--- config.mk ---
export PLATFORM = sky130hd
export DESIGN_NAME = trng_capture_buffer
export DESIGN_NICKNAME = d
export VERILOG_FILES = /design/src/rtl/trng_capture_buffer.sv
export SDC_FILE = /design/constraint.sdc
export NUM_CORES = 2
export LEC_CHECK = 0
export BUFFER_PORTS_ARGS = -buffer_cell sky130_fd_sc_hd__buf_2
export CORE_ASPECT_RATIO = 1.75
export CORE_MARGIN = 2
export CORE_UTILIZATION = 40
export CTS_CLUSTER_SIZE = 20
export DETAILED_ROUTE_END_ITERATION = 10
export PLACE_DENSITY = 0.63
export RECOVER_POWER = 100
export SYNTH_ARGS = -nofsm -noshare
export SYNTH_HDL_FRONTEND = slang
export SYNTH_SLANG_ARGS = --single-unit
export TNS_END_PERCENT = 50
--- constraint.sdc ---
create_clock -name clock -period 37 [get_ports clock]
set_clock_uncertainty 0.1 [all_clocks]
set_input_delay 1.85 -clock clock [delete_from_list [all_inputs] [get_ports clock]]
set_output_delay 1.85 -clock clock [all_outputs]
set_load 0.1 [all_outputs]
--- src/rtl/trng_capture_buffer.sv ---
// Multi-channel ring-oscillator entropy capture buffer with decimation,
// per-channel ones counters and registered readout for debug cores.
//
// state     | meaning
// S_IDLE    | waiting for arm, no writes
// S_CAPTURE | sampling synchronised bits into RAM every decim+1 locked cycles
// S_DONE    | buffer full, counters and flags hold until arm
module trng_capture_buffer #(
    parameter int CHANNELS = 4,
    parameter int DEPTH    = 1024,
    parameter int ADDR_W   = 10,
    parameter int DECIM_W  = 8
) (
    input  logic                             clock,
    input  logic                             cpu_reset,
    input  logic                             locked,
    input  logic [CHANNELS-1:0]              raw_bits,
    input  logic                             arm,
    input  logic [DECIM_W-1:0]               decim,
    input  logic [ADDR_W-1:0]                rd_addr,
    output logic [CHANNELS-1:0]              rd_data,
    output logic                             busy,
    output logic                             done,
    output logic [ADDR_W:0]                  wr_count,
    output logic [CHANNELS*(ADDR_W+1)-1:0]   ones_count
);

    localparam int CW     = ADDR_W + 1;
    localparam int MEM_AW = (DEPTH > 1) ? $clog2(DEPTH) : 1;
    localparam logic [CW-1:0]      CNT_ONE  = CW'(1);
    localparam logic [CW-1:0]      LAST_IDX = CW'(DEPTH - 1);
    localparam logic [CW-1:0]      DEPTH_C  = CW'(DEPTH);
    localparam logic [DECIM_W-1:0] DCNT_ONE = DECIM_W'(1);

    typedef enum logic [1:0] {
        S_IDLE,
        S_CAPTURE,
        S_DONE
    } state_t;

    state_t               state;
    logic [CHANNELS-1:0]  s1;
    logic [CHANNELS-1:0]  s2;
    logic [DECIM_W-1:0]   dcnt;
    logic [DECIM_W-1:0]   decim_reg;
    logic [CHANNELS-1:0]  mem [DEPTH];
    logic                 wr_en;

    // arm and reset both pre-empt a sample that would land in the same cycle
    assign wr_en = (state == S_CAPTURE) && locked && (dcnt == decim_reg)
                   && !arm && !cpu_reset;

    always_ff @(posedge clock) begin
        if (cpu_reset) begin
            s1 <= '0;
            s2 <= '0;
        end else begin
            s1 <= raw_bits;
            s2 <= s1;
        end
    end

    always_ff @(posedge clock) begin
        if (wr_en)
            mem[wr_count[MEM_AW-1:0]] <= s2;
    end

    always_ff @(posedge clock) begin
        if (cpu_reset)
            rd_data <= '0;
        else if ({1'b0, rd_addr} < DEPTH_C)
            rd_data <= mem[rd_addr[MEM_AW-1:0]];
        else
            rd_data <= '0;
    end

    always_ff @(posedge clock) begin
        if (cpu_reset) begin
            state      <= S_IDLE;
            busy       <= 1'b0;
            done       <= 1'b0;
            wr_count   <= '0;
            ones_count <= '0;
            dcnt       <= '0;
            decim_reg  <= '0;
        end else if (arm) begin
            state      <= S_CAPTURE;
            busy       <= 1'b1;
            done       <= 1'b0;
            wr_count   <= '0;
            ones_count <= '0;
            dcnt       <= '0;
            decim_reg  <= decim;
        end else begin
            case (state)
                S_CAPTURE: begin
                    if (wr_en) begin
                        wr_count <= wr_count + CNT_ONE;
                        dcnt     <= '0;
                        for (int i = 0; i < CHANNELS; i++)
                            ones_count[i*CW +: CW] <= ones_count[i*CW +: CW] + CW'(s2[i]);
                        if (wr_count == LAST_IDX) begin
                            state <= S_DONE;
                            busy  <= 1'b0;
                            done  <= 1'b1;
                        end
                    end else if (locked) begin
                        dcnt <= dcnt + DCNT_ONE;
                    end
                end
                S_DONE:  state <= S_DONE;
                default: state <= S_IDLE;
            endcase
        end
    end

endmodule
* Yosys cells after proc, flatten, opt, wreduce, memory -nomap -nowiden
Memory sizes are Yosys's and may differ from the RTL's. A register that Yosys moved wholly into a read port is not among the register bits.
Index checks and enable logic that the tools add are counted.
W data, S select, Z words.
** Word-level totals
- Memories :: 1
- Memory bits (writable) :: 4096
- Register bits :: 83
** Operators by class
- Reductions and logical operators :: 17
- Mux-type cells :: 12
- Eq/ne operators :: 8
- $add $sub $neg :: 6
** Memory list
- mem :: depth 1024, width 4, rd ports 1, clocked after Yosys merged registers in 1, wr ports 1, line 46 : logic [CHANNELS-1:0] mem [DEPTH];
** Operators by type and width (number)
- $add A11 B1 Y11 :: 4
- $mux W8 :: 2
- $add A11 B1 Y11 const B :: 1
- $eq A11 B10 Y1 const B :: 1
- $add A8 B1 Y8 const B :: 1
- $eq A8 B8 Y1 :: 1
- $reduce_and A2 Y1 :: 4
- $reduce_bool A2 Y1 :: 4
- $mux W1 :: 7
- $reduce_and A3 Y1 :: 2
- $logic_and A1 B1 Y1 :: 4
- $mux W2 :: 2
- $pmux W2 S2 :: 1
- $ne A3 B2 Y1 const B :: 1
- $ne A3 B3 Y1 const B :: 1
- $eq A2 B1 Y1 const B :: 1
- $eq A2 B2 Y1 const B :: 1
- $logic_not A1 Y1 :: 2
- $ne A2 B1 Y1 const B :: 1
- $ne A2 B2 Y1 const B :: 1
- $reduce_or A2 Y1 :: 1

* Logic depth before layout (Yosys ltp)
- Word-level depth :: 8
- Mapped depth :: 14

* Least setup slack after synthesis
OpenSTA, ideal clock, no wires.
- Path type :: reg2reg
- Start :: reg s2[0]
- End :: mem mem[0][0] (data pin)
- Setup slack :: 21.333 ns
- Buffers on the path :: 0
- Cell stages (with the launch flop) :: 1
- Period minus slack after synthesis :: 15.667 ns
- Data arrival time :: 12.751 ns
- Path through :: dfxtp_1
** RTL lines
- start: declaration :: line 43 : logic [CHANNELS-1:0] s2;
- start signal: assignment :: line 56 : s2 <= '0;
- start signal: assignment :: line 59 : s2 <= s1;
- end: declaration :: line 46
No word-level cell before the write port.

* Worst setup path in the final report
- Start :: reg s2[2]
- End :: mem mem[424][2] (data pin)
No word-level cell before the write port.

==> metrics.md <==
| Metric | Value |
|---|---|
| Relative slew slack | -573.1% |
| Most frequent cell on the critical path | clkbuf_1 |
| Unique masters post-synth | 83 |
| Leakage | 49.02 nW |
| CTS Hold Buffers Added | 0 |
| Core area | 417200 um^2 |
| Hold Crit Start | s1[1]$_SDFF_PP0_ |
| Final Hold Fails | 0 |
| Vias | between 90000 and 100k |
| Synthesis-to-finish area growth | 9.559% |
| CTS Buf Count | around 340 |
| Final TNS setup | 0 ns |
| Minimum clock period | 17.91 ns |
| Worst path slowest cell | clkbuf_1 |
| Synthesis Warnings | 0 |
| Largest register FFs | a little over 4000 |
| Vias in the first global route | 91520 |
| H-tree depth | 5 |
| Setup CP Type | register to register |
| Final core utilization | 43.95% |
| Hold Path Class | register to register |
| Internal reg-to-reg setup slack | 19.09 ns |
| Status | complete, but fails checks |
| Die Width | 493.0 um |
| Final ANT Viol Nets | 1 |
| Initial DRT Pass Iterations | 8 |
| CP Data Arrival Time | 18.14 ns |
| Nets | 9080 |
| Ys flop type | edfxtp_1 |
| Post-CTS Setup Bufs | 0 |
| Reg-to-reg startpoint | s2[2]$_SDFF_PP0_ |
| PD cells | 50.75 nW/um^2 |
| R2R Path End | mem[424][2]$_DFFE_PP_ |
| # setup viols final | 0 |
| Dpl cell area | ~170000 um^2 |
| CTS tree | yes |
| Max-slew violations | 5566 |
| Worst Hold End | s2[1]$_SDFF_PP0_ |
| Fmax | about 0.056 GHz |
| Initial Utilization | around two fifths |
| GP Congestion | 0.8712 |
| Die Area | 423800 um^2 |
| Final instance area | 183400 um^2 |
| First-pass GRT wire length | 706000 um |
| TritonCTS sink count | ~4200 |
| Critical Path Max Stage Delay | 5.95 ns |
| Crit-path cells | clkbuf_1 -> clkbuf_1 -> clkbuf_1 -> clkbuf_1 -> clkbuf_1 |
| Post-synth EDFFs | around 4100 |
| Cell with the most instances after synthesis | edfxtp_1 |
| Initial antenna violation count | 36 |
| Root Buffer Master | clkbuf_16 |
| Seq cells post-synth | 4183 |
| Boundary Pins | 87 |
| WL/cell | about 34 um |
| Period utilisation layout | 48.42% |
| Gr usage total | 23.55% |
| Clock Path Buffers | 4 |
| Synthesized area | 167400 um^2 |
| # DRC | 6 |
| Mapped Nets | between 9000 and 10000 |
| Max VDD drop | ~0.048 mV |
| Asr flop ratio synth | 0% |
| Final WL | 509800 um |
| Port buffer count | 86 |
| Register clock-pin slew on the reported worst setup and hold paths | 0.06 ns |
| Total gr overflow | 0 |
| Sequential share of the synthesized area | 74.53% |
| Path depth of the worst reg2reg path | 5 |
| Tightest Pin Transition | 10.10 ns |
| Die Ht | 859.7 um |
| Share of post-route cells with drive strength above 1 | 13.53% |
| RSZ-0062 raised after global routing | false |
| Area leader, netlist | edfxtp_1 |
| Crit path launch type | register |
| Failing checks | antenna violations, design-rule violations, max-capacitance violations, max-slew violations |
| Clock latency at the later pin of the worst-skew pair | around 0.96 ns |
| Crit path required time | 37.23 ns |
| Worst Hold Depth | 1 |
| Synth Area per Inst | 18.55 um^2 |
| Post_cts resized | 0 |
| Post-Synthesis Cells | roughly 9000 |
| Synth top cells by count | edfxtp_1, nor2_1, mux2i_1 |
| Detailed Route Iter0 Violations | 11440 |
| Crit path capture type | register |
| Maximum capacitance violations | 106 |
| Synth top area share | 73.49% |
| Crit path max fanout | 179 |
| Hpwl dp | roughly 310000 um |
| Row count | 314 |
| Top post-synthesis cells by area | edfxtp_1, mux4_2, mux2i_1 |
| Pin count of the biggest net entering global routing | 235 |
| Vias/cell | around 6.1 |
==> per-layer routing <==
layer  part of all wire, %  track usage, %
met2                    51           40.62
met1                    32           26.21
met4                   8.3           16.86
met3                   8.7           4.224
met5                 0.014               0
==> stage by stage <==
| step | hold slack (ns) | std cells | setup WS (ns) | power, mW |
|---|---|---|---|---|
| after floorplan | 0.3138 | 9020 | 21.33 | 5.583 |
| after global placement | 0.3211 | 14230 | 27.50 | 5.672 |
| after detailed placement | 0.3270 | 14230 | 28.46 | 5.679 |
| after CTS | 0.3402 | 14840 | 29.47 | 9.314 |
| after global routing | 0.3603 | 14850 | 17.75 | 9.502 |
| final | 0.3419 | 14880 | 19.09 | 9.305 |
==> where the power goes <==
group | leakage [nW] | switching, mW | internal [mW] | total [mW]
clock | 5.38 | 1.69 | 2.02 | 3.71
combinational | 12.8 | 0.287 | 0.109 | 0.396
sequential | 30.8 | 0.00458 | 5.19 | 5.20
==> layout make-up <==
class / count / area [um^2]
Fill cell: 35880 / 233900
Sequential cell: 4183 / 124700
Multi-Input combinational cell: 4174 / 38340
Clock buffer: 399 / 8865
Tap cell: 5530 / 6919
Clock inverter: 213 / 2210
Timing Repair Buffer: 329 / 2125
Antenna cell: 38 / 95.09
Inverter: 13 / 63.81
==> cell families (layout without fill, tap and decap cells) <==
group	after synthesis	in the layout	share of synthesized area [%]
mux	1452	1452	14.25
xor+xnor	51	51	0.2669
simple gates	1690	1690	4.187
compound gates	967	967	4.026
fa+ha+maj	14	14	0.1047
flops	4183	4183	74.53
buf+inv	663	954	2.633
other cells	0	38	0
==> worst max path at each step <==
stage	start	to	slack [ns]
after floorplan	s2[0]$_SDFF_PP0_	mem[0][0]$_DFFE_PP_	21.33
after global placement	rd_addr[0]	rd_data[2]$_SDFF_PP0_	27.50
after detailed placement	rd_addr[0]	rd_data[3]$_SDFF_PP0_	28.46
after CTS	rd_addr[0]	rd_data[3]$_SDFF_PP0_	29.47
after global routing	s2[2]$_SDFF_PP0_	mem[424][2]$_DFFE_PP_	17.75
final	s2[2]$_SDFF_PP0_	mem[424][2]$_DFFE_PP_	19.09
==> worst max-delay path, delay by kind of cell, from the launching register on <==
kind | cells | cell delay, ns
buffers and inverters | 5 | 16.10
DFF | 1 | 0.70
==> placed cells by master (no fill, tap or decap), types with 14 or more instances in the layout <==
cell | netlist | final
edfxtp_1 | 4096 | 4096
nor2_1 | 1190 | 1186
mux2i_1 | 757 | 757
mux4_2 | 498 | 498
clkbuf_16 | 0 | 344
o22ai_1 | 215 | 215
nand2_1 | 207 | 204
mux4_1 | 189 | 189
o221ai_1 | 181 | 181
clkbuf_1 | 334 | 181
buf_4 | 30 | 162
a21oi_1 | 143 | 143
o21ai_0 | 127 | 124
a211oi_1 | 100 | 99
dfxtp_1 | 87 | 87
a22oi_1 | 70 | 70
clkinv_2 | 0 | 64
clkinv_1 | 0 | 59
nor3_1 | 58 | 56
nand3_1 | 56 | 55
bufinv_16 | 0 | 42
diode_2 | 0 | 38
nand4_1 | 36 | 36
xor2_1 | 31 | 31
nor4_1 | 28 | 27
clkinvlp_4 | 0 | 23
or3_1 | 21 | 21
a2111oi_0 | 22 | 21
xnor2_1 | 20 | 20
buf_2 | 101 | 19
and3_1 | 16 | 16
nor2b_1 | 22 | 16
o211ai_1 | 14 | 14
ha_1 | 14 | 14
buf_12 | 29 | 14
Note: power is estimated with default switching activity, not from simulation.
